<file path="config.mk">
export PLATFORM = sky130hd
export DESIGN_NAME = gpt_time_base_unit
export DESIGN_NICKNAME = d
export VERILOG_FILES = /design/src/rtl/gpt_pkg.sv /design/src/rtl/gpt_prescaler.sv /design/src/rtl/gpt_time_base_unit.sv
export SDC_FILE = /design/constraint.sdc
export NUM_CORES = 1
export LEC_CHECK = 0
export CAP_MARGIN = 20
export CORE_ASPECT_RATIO = 1.1
export CORE_MARGIN = 3
export CORE_UTILIZATION = 27
export CTS_CLUSTER_SIZE = 40
export DETAILED_ROUTE_END_ITERATION = 16
export MAX_ROUTING_LAYER = met4
export PLACE_DENSITY = 0.54
export SLEW_MARGIN = 20
export SYNTH_ARGS = -nofsm -noshare
export SYNTH_HDL_FRONTEND = slang
export SYNTH_SLANG_ARGS = --single-unit
</file>
<file path="constraint.sdc">
create_clock -name aclk_i -period 3.7 [get_ports aclk_i]
set_input_delay 0.74 -clock aclk_i [delete_from_list [all_inputs] [get_ports aclk_i]]
set_output_delay 0.74 -clock aclk_i [all_outputs]
set_load 0.03 [all_outputs]
</file>
<file path="src/rtl/gpt_pkg.sv">
// Shared types and encodings for the general-purpose timer time-base unit.
package gpt_pkg;

  typedef enum logic {
    CMS_EDGE   = 1'b0,
    CMS_CENTER = 1'b1
  } cms_e;

  typedef enum logic [1:0] {
    SM_OFF     = 2'd0,
    SM_RESET   = 2'd1,
    SM_GATED   = 2'd2,
    SM_TRIGGER = 2'd3
  } slave_mode_e;

  typedef enum logic [1:0] {
    UEV_NONE   = 2'd0,
    UEV_CNT    = 2'd1,
    UEV_REINIT = 2'd2
  } uev_src_e;

  localparam logic DIR_UP   = 1'b0;
  localparam logic DIR_DOWN = 1'b1;

endpackage

</file>
<file path="src/rtl/gpt_prescaler.sv">
// Prescaler with a PSC preload register; the active divider is only reloaded
// on an update event so a write never disturbs a running period.
module gpt_prescaler #(
  parameter int PSC_WIDTH = 16
) (
  input  logic                 clk_i,
  input  logic                 rst_i,
  input  logic                 count_en_i,
  input  logic                 clear_i,
  input  logic                 load_i,
  input  logic                 psc_we_i,
  input  logic [PSC_WIDTH-1:0] psc_i,
  output logic                 tick_o
);

  logic [PSC_WIDTH-1:0] psc_pre_q, psc_pre_d;
  logic [PSC_WIDTH-1:0] psc_act_q, psc_act_d;
  logic [PSC_WIDTH-1:0] pcnt_q, pcnt_d;

  always_comb begin
    psc_pre_d = psc_we_i ? psc_i : psc_pre_q;
    psc_act_d = load_i ? psc_pre_q : psc_act_q;
    tick_o    = count_en_i && !clear_i && (pcnt_q == psc_act_q);
    pcnt_d    = pcnt_q;
    if (clear_i) begin
      pcnt_d = '0;
    end else if (count_en_i) begin
      pcnt_d = tick_o ? '0 : pcnt_q + PSC_WIDTH'(1);
    end
  end

  always_ff @(posedge clk_i) begin
    if (rst_i) begin
      psc_pre_q <= '0;
      psc_act_q <= '0;
      pcnt_q    <= '0;
    end else begin
      psc_pre_q <= psc_pre_d;
      psc_act_q <= psc_act_d;
      pcnt_q    <= pcnt_d;
    end
  end

endmodule

</file>
<file path="src/rtl/gpt_time_base_unit.sv">
// Timer time base: auto-reload counter (edge up/down or center-aligned),
// repetition counter, ARR/RCR shadow registers and slave-mode control.
module gpt_time_base_unit
  import gpt_pkg::*;
#(
  parameter int CNT_WIDTH = 32,
  parameter int PSC_WIDTH = 16,
  parameter int RCR_WIDTH = 8
) (
  input  logic                 aclk_i,
  input  logic                 areset_i,
  input  logic                 cen_set_i,
  input  logic                 cen_clr_i,
  input  logic                 dir_i,
  input  logic                 cms_i,
  input  logic                 opm_i,
  input  logic                 arpe_i,
  input  logic                 udis_i,
  input  logic                 urs_i,
  input  logic [PSC_WIDTH-1:0] psc_i,
  input  logic [CNT_WIDTH-1:0] arr_i,
  input  logic [RCR_WIDTH-1:0] rcr_i,
  input  logic                 psc_we_i,
  input  logic                 arr_we_i,
  input  logic                 rcr_we_i,
  input  logic                 ug_i,
  input  logic [1:0]           slave_mode_i,
  input  logic                 trgi_i,
  output logic [CNT_WIDTH-1:0] cnt_o,
  output logic                 dir_o,
  output logic                 cen_o,
  output logic                 tick_o,
  output logic                 uev_o,
  output logic                 uif_set_o
);

  logic [CNT_WIDTH-1:0] cnt_q, cnt_d;
  logic [CNT_WIDTH-1:0] arr_pre_q, arr_pre_d;
  logic [CNT_WIDTH-1:0] arr_act_q, arr_act_d;
  logic [RCR_WIDTH-1:0] rcr_pre_q, rcr_pre_d;
  logic [RCR_WIDTH-1:0] rcr_act_q, rcr_act_d;
  logic [RCR_WIDTH-1:0] rep_q, rep_d;
  logic                 dir_q, dir_d;
  logic                 cen_q, cen_d;
  logic                 tick_q, tick_d;
  logic                 uev_q, uev_d;
  logic                 uif_q, uif_d;
  cms_e                 mode_q, mode_d;

  slave_mode_e sm;
  cms_e        cms;
  uev_src_e    uev_src;
  logic        trg_reset, trg_start, reinit, count_en, tick;
  logic        wrap, cnt_uev, cur_dir;

  assign sm        = slave_mode_e'(slave_mode_i);
  assign cms       = cms_e'(cms_i);
  assign trg_reset = (sm == SM_RESET) && trgi_i;
  assign trg_start = (sm == SM_TRIGGER) && trgi_i;
  assign reinit    = ug_i || trg_reset;
  assign count_en  = cen_q && ((sm != SM_GATED) || trgi_i);

  gpt_prescaler #(
    .PSC_WIDTH(PSC_WIDTH)
  ) u_prescaler (
    .clk_i      (aclk_i),
    .rst_i      (areset_i),
    .count_en_i (count_en),
    .clear_i    (reinit),
    .load_i     (uev_src != UEV_NONE),
    .psc_we_i   (psc_we_i),
    .psc_i      (psc_i),
    .tick_o     (tick)
  );

  // mode_q remembers the mode of the last advance, so a switch into center
  // mode is only seen at the next tick and always begins counting up.
  always_comb begin
    cnt_d     = cnt_q;
    dir_d     = dir_q;
    mode_d    = mode_q;
    rep_d     = rep_q;
    arr_pre_d = arr_we_i ? arr_i : arr_pre_q;
    rcr_pre_d = rcr_we_i ? rcr_i : rcr_pre_q;
    arr_act_d = (arr_we_i && !arpe_i) ? arr_i : arr_act_q;
    rcr_act_d = rcr_act_q;
    wrap      = 1'b0;
    cnt_uev   = 1'b0;
    cur_dir   = DIR_UP;
    if (mode_q == CMS_EDGE) dir_d = dir_i;

    if (reinit) begin
      mode_d = cms;
      if (cms == CMS_CENTER) begin
        dir_d = DIR_UP;
        cnt_d = '0;
      end else begin
        dir_d = dir_i;
        cnt_d = (dir_i == DIR_DOWN) ? (arpe_i ? arr_pre_q : arr_act_d) : '0;
      end
    end else if (tick) begin
      mode_d = cms;
      if (cms == CMS_EDGE) dir_d = dir_i;
      if (arr_act_q == '0) begin
        cnt_d = '0;
      end else if (cms == CMS_EDGE) begin
        if (dir_i == DIR_UP) begin
          if (cnt_q == arr_act_q) begin
            cnt_d = '0;
            wrap  = 1'b1;
          end else begin
            cnt_d = cnt_q + CNT_WIDTH'(1);
          end
        end else if (cnt_q == '0) begin
          cnt_d = arr_act_q;
          wrap  = 1'b1;
        end else begin
          cnt_d = cnt_q - CNT_WIDTH'(1);
        end
      end else begin
        cur_dir = (mode_q == CMS_CENTER) ? dir_q : DIR_UP;
        dir_d   = cur_dir;
        if (cur_dir == DIR_UP) begin
          if (cnt_q == arr_act_q) begin
            dir_d = DIR_DOWN;
            cnt_d = arr_act_q - CNT_WIDTH'(1);
            wrap  = 1'b1;
          end else begin
            cnt_d = cnt_q + CNT_WIDTH'(1);
          end
        end else if (cnt_q == '0) begin
          dir_d = DIR_UP;
          cnt_d = CNT_WIDTH'(1);
          wrap  = 1'b1;
        end else begin
          cnt_d = cnt_q - CNT_WIDTH'(1);
        end
      end
    end

    if (wrap) begin
      if (rep_q == '0) begin
        cnt_uev = !udis_i;
        rep_d   = rcr_act_q;
      end else begin
        rep_d = rep_q - RCR_WIDTH'(1);
      end
    end

    if (reinit)       uev_src = UEV_REINIT;
    else if (cnt_uev) uev_src = UEV_CNT;
    else              uev_src = UEV_NONE;

    if (uev_src != UEV_NONE) begin
      rcr_act_d = rcr_pre_q;
      rep_d     = rcr_pre_q;
      if (arpe_i) arr_act_d = arr_pre_q;
    end
  end

  // Clear beats set; one-pulse mode stops the counter on its own update event.
  always_comb begin
    cen_d = cen_q;
    if (cen_set_i || trg_start) cen_d = 1'b1;
    if (cen_clr_i) cen_d = 1'b0;
    if (opm_i && cnt_uev) cen_d = 1'b0;
    tick_d = tick;
    uev_d  = (uev_src != UEV_NONE);
    uif_d  = (uev_src == UEV_CNT) || ((uev_src == UEV_REINIT) && !urs_i);
  end

  always_ff @(posedge aclk_i) begin
    if (areset_i) begin
      cnt_q     <= '0;
      arr_pre_q <= '1;
      arr_act_q <= '1;
      rcr_pre_q <= '0;
      rcr_act_q <= '0;
      rep_q     <= '0;
      dir_q     <= DIR_UP;
      mode_q    <= CMS_EDGE;
      cen_q     <= 1'b0;
      tick_q    <= 1'b0;
      uev_q     <= 1'b0;
      uif_q     <= 1'b0;
    end else begin
      cnt_q     <= cnt_d;
      arr_pre_q <= arr_pre_d;
      arr_act_q <= arr_act_d;
      rcr_pre_q <= rcr_pre_d;
      rcr_act_q <= rcr_act_d;
      rep_q     <= rep_d;
      dir_q     <= dir_d;
      mode_q    <= mode_d;
      cen_q     <= cen_d;
      tick_q    <= tick_d;
      uev_q     <= uev_d;
      uif_q     <= uif_d;
    end
  end

  assign cnt_o     = cnt_q;
  assign dir_o     = dir_q;
  assign cen_o     = cen_q;
  assign tick_o    = tick_q;
  assign uev_o     = uev_q;
  assign uif_set_o = uif_q;

endmodule

</file>
==> flow_metrics.env <==
export IMPL_clock_path_buffers=2
export IMPL_finalHoldViolations=0
export IMPL_async_flop_share_pct=0
export IMPL_min_period_ns=3.43
export IMPL_grt_busiest_layer="met2"
export IMPL_powerDensity_nw_per_um2=387
export IMPL_synth_nets=1610
export IMPL_vias=12300
export IMPL_cp_required_ns=4.11
export IMPL_cts_root_buf="clkbuf_16"
export IMPL_die_height_um=227
export IMPL_worstSkewPairLatency_ns=0.46
export IMPL_drc_errors=0
export IMPL_wl_per_cell_um=21.7
export IMPL_track_usage_pct=20.2
export IMPL_grt_pass1_vias=11600
export IMPL_core_area_um2=43700
export IMPL_path_max_fanout=19
export IMPL_grtUsageMet1_pct=27.5
export IMPL_yosys_warnings=0
export IMPL_ys_flop_type="dfxtp_1"
export IMPL_slew_violations=0
export IMPL_met2_usage_pct=30.4
export IMPL_tightestPinTransition_ns=0.938
export IMPL_place_congestion=0.982
export IMPL_cp_arrival_ns=3.84
export IMPL_holdWs_ns=0.476
export IMPL_status="completed"
export IMPL_final_layout_size_suffix_gt1_share_pct=11.6
export IMPL_use_met3_pct=3.94
export IMPL_synth_edf_count=0
export IMPL_synth_cell_types=72
export IMPL_grt_max_degree=65
export IMPL_syn_area_um2=12000
export IMPL_ys_ff_latch=174
export IMPL_fin_crit_sh_pct=92.8
export IMPL_grt_pass1_wl_mm=72.5
export IMPL_path_clk_slew_ns=0.08
export IMPL_cts_made_buffers=17
export IMPL_setup_tns_ns=0
export IMPL_critPathKind="reg2reg"
export IMPL_ioPinCount=110
export IMPL_ctsHtreeMaxLevel=4
export IMPL_grt_overflow_total=0
export IMPL_final_cell_mix="nand2_1 (194), dfxtp_1 (174), mux2i_1 (146)"
export IMPL_ant_nets=0
export IMPL_startpoint_type="flop"
export IMPL_finalSetupViolCount=0
export IMPL_post_cts_buffers=0
export IMPL_ctsHoldBuffers=0
export IMPL_syn2layout_area_growth_pct=21.8
export IMPL_nNetsFinal=1689
export IMPL_syn_area_per_cell_um2=7.86
export IMPL_dieArea_um2=47200
export IMPL_min_path_type="reg2reg"
export IMPL_finClkSkew_ns=0.0108
export IMPL_peakVddDrop_mv=0.311
export IMPL_dr_pass1_iters=5
export IMPL_rsz0062_at_grt="false"
export IMPL_antenna_found_initial=0
export IMPL_final_common_cell="nand2_1"
export IMPL_synthCells=1531
export IMPL_fmax_mhz=291
export IMPL_maxCapViolCount=0
export IMPL_slew_headroom_pct=37.2
export IMPL_cts_sinks=174
export IMPL_n_antenna_cell=0
export IMPL_port_buffers=109
export IMPL_start_util_pct=27.5
export IMPL_cts_tree="done"
export IMPL_endpoint_kind="flop"
export IMPL_drt_wl_total_mm=47.7
export IMPL_yosysSeqAreaShare_pct=28.9
export IMPL_cts_resized=0
export IMPL_fp_dieW_um=207
export IMPL_viasPerCell=5.58
export IMPL_rows=80
export IMPL_p_leak_nw=5.62
export IMPL_place_hpwl_mm=35.5
export IMPL_drt_iter0_markers=1176
-- metrics by stage --
| stage | instance area (µm²) | setup WS [ns] | total power, mW | util [%] | std cells |
|---|---|---|---|---|---|
| finish | 14700 | 0.268 | 5.67 | 33.5 | 2197 |
| global route | 14700 | 0.0600 | 5.92 | 33.5 | 2197 |
| CTS | 14700 | 0.0885 | 5.68 | 33.5 | 2197 |
| detailed placement | 14100 | 0.00445 | 3.79 | 32.1 | 2165 |
| global placement | 14100 | 0.0130 | 3.77 | 32.1 | 2165 |
| floorplan | 12000 | 0.559 | 3.17 | - | 1531 |
-- worst max-delay path, stage by stage, from the launching register on --
cell and delay [ns]:
dfxtp_1 0.31, inv_1 0.08, ha_1 0.22, or4b_2 0.69, or4_4 0.49, nor4_2 0.39, or4b_2 0.26, o21ai_4 0.10
mux2i_4 0.55, a221o_1 0.27
-- report_power, final --
group | switching [mW] | internal, mW
combinational | 0.982 | 0.674
sequential | 0.137 | 1.99
clock | 0.918 | 0.965
total | 2.04 | 3.63
-- registers in the layout, indices dropped and copies added (netlist names) --
signal	count
mode_q	1
rcr_act_q	8
u_prescaler.psc_act_q	16
uif_set_o	1
tick_o	1
u_prescaler.psc_pre_q	16
dir_o	1
cen_o	1
uev_o	1
arr_pre_q	32
rcr_pre_q	8
arr_act_q	32
rep_q	8
cnt_o	32
u_prescaler.pcnt_q	16
-- layer usage --
metal | up-vias | share of wire [%]
li1 | 5740 | -
met1 | 5888 | 46
met2 | 544 | 44
met3 | 98 | 7.6
met4 | 0 | 2.7
met5 | - | 0
-- kinds of logic after synthesis --
kind of cell	count (synthesis)	synth area share (%)
and+or+nand+nor	566	22.9
AOI/OAI and AO/OA	323	18.9
DFF	174	28.9
buffers and inverters	173	5.85
muxes	154	13.0
xor gates and xnor gates	135	9.82
adders and majority gates	6	0.623
-- area by class of cell --
class                           instances  area (µm²)
Sequential cell                       174        3480
Timing Repair Buffer                  218        1930
Inverter                               15        56.3
Clock inverter                         15         176
Tap cell                              574         718
Multi-Input combinational cell       1184        7870
Fill cell                            4615       29100
Clock buffer                           17         425
-- path summary, 6_finish.rpt --
check / slack [ns] / cells after the start / start / endpoint
max: 0.27 / 9 / arr_act_q[0] / arr_act_q[3]
min: 0.48 / 2 / arr_pre_q[30] / arr_pre_q[30]
max reg2reg: 0.27 / 9 / arr_act_q[0] / arr_act_q[3]
min reg2reg: 0.48 / 2 / arr_pre_q[30] / arr_pre_q[30]
-- synth_stat cells, types with 10 or more instances --
cell | number | area share, %
nand2_1 | 194 | 6.0
dfxtp_1 | 174 | 29
mux2i_1 | 146 | 12
clkbuf_1 | 120 | 3.7
nor2_1 | 120 | 3.7
o21ai_0 | 86 | 3.6
xor2_1 | 82 | 6.0
nor4_1 | 58 | 3.0
xnor2_1 | 53 | 3.9
a21oi_1 | 44 | 1.8
nand3_1 | 37 | 1.5
nor3_1 | 37 | 1.5
or3_1 | 26 | 1.4
a221o_1 | 24 | 2.0
buf_2 | 22 | 0.91
nand4_1 | 22 | 1.1
o211ai_1 | 22 | 1.4
or4_1 | 18 | 1.1
a211oi_1 | 16 | 1.0
inv_1 | 15 | 0.47
a221oi_1 | 14 | 1.0
buf_1 | 11 | 0.34
a22oi_1 | 10 | 0.62
o31ai_1 | 10 | 0.62
Note: power is estimated with default switching activity, not from simulation.
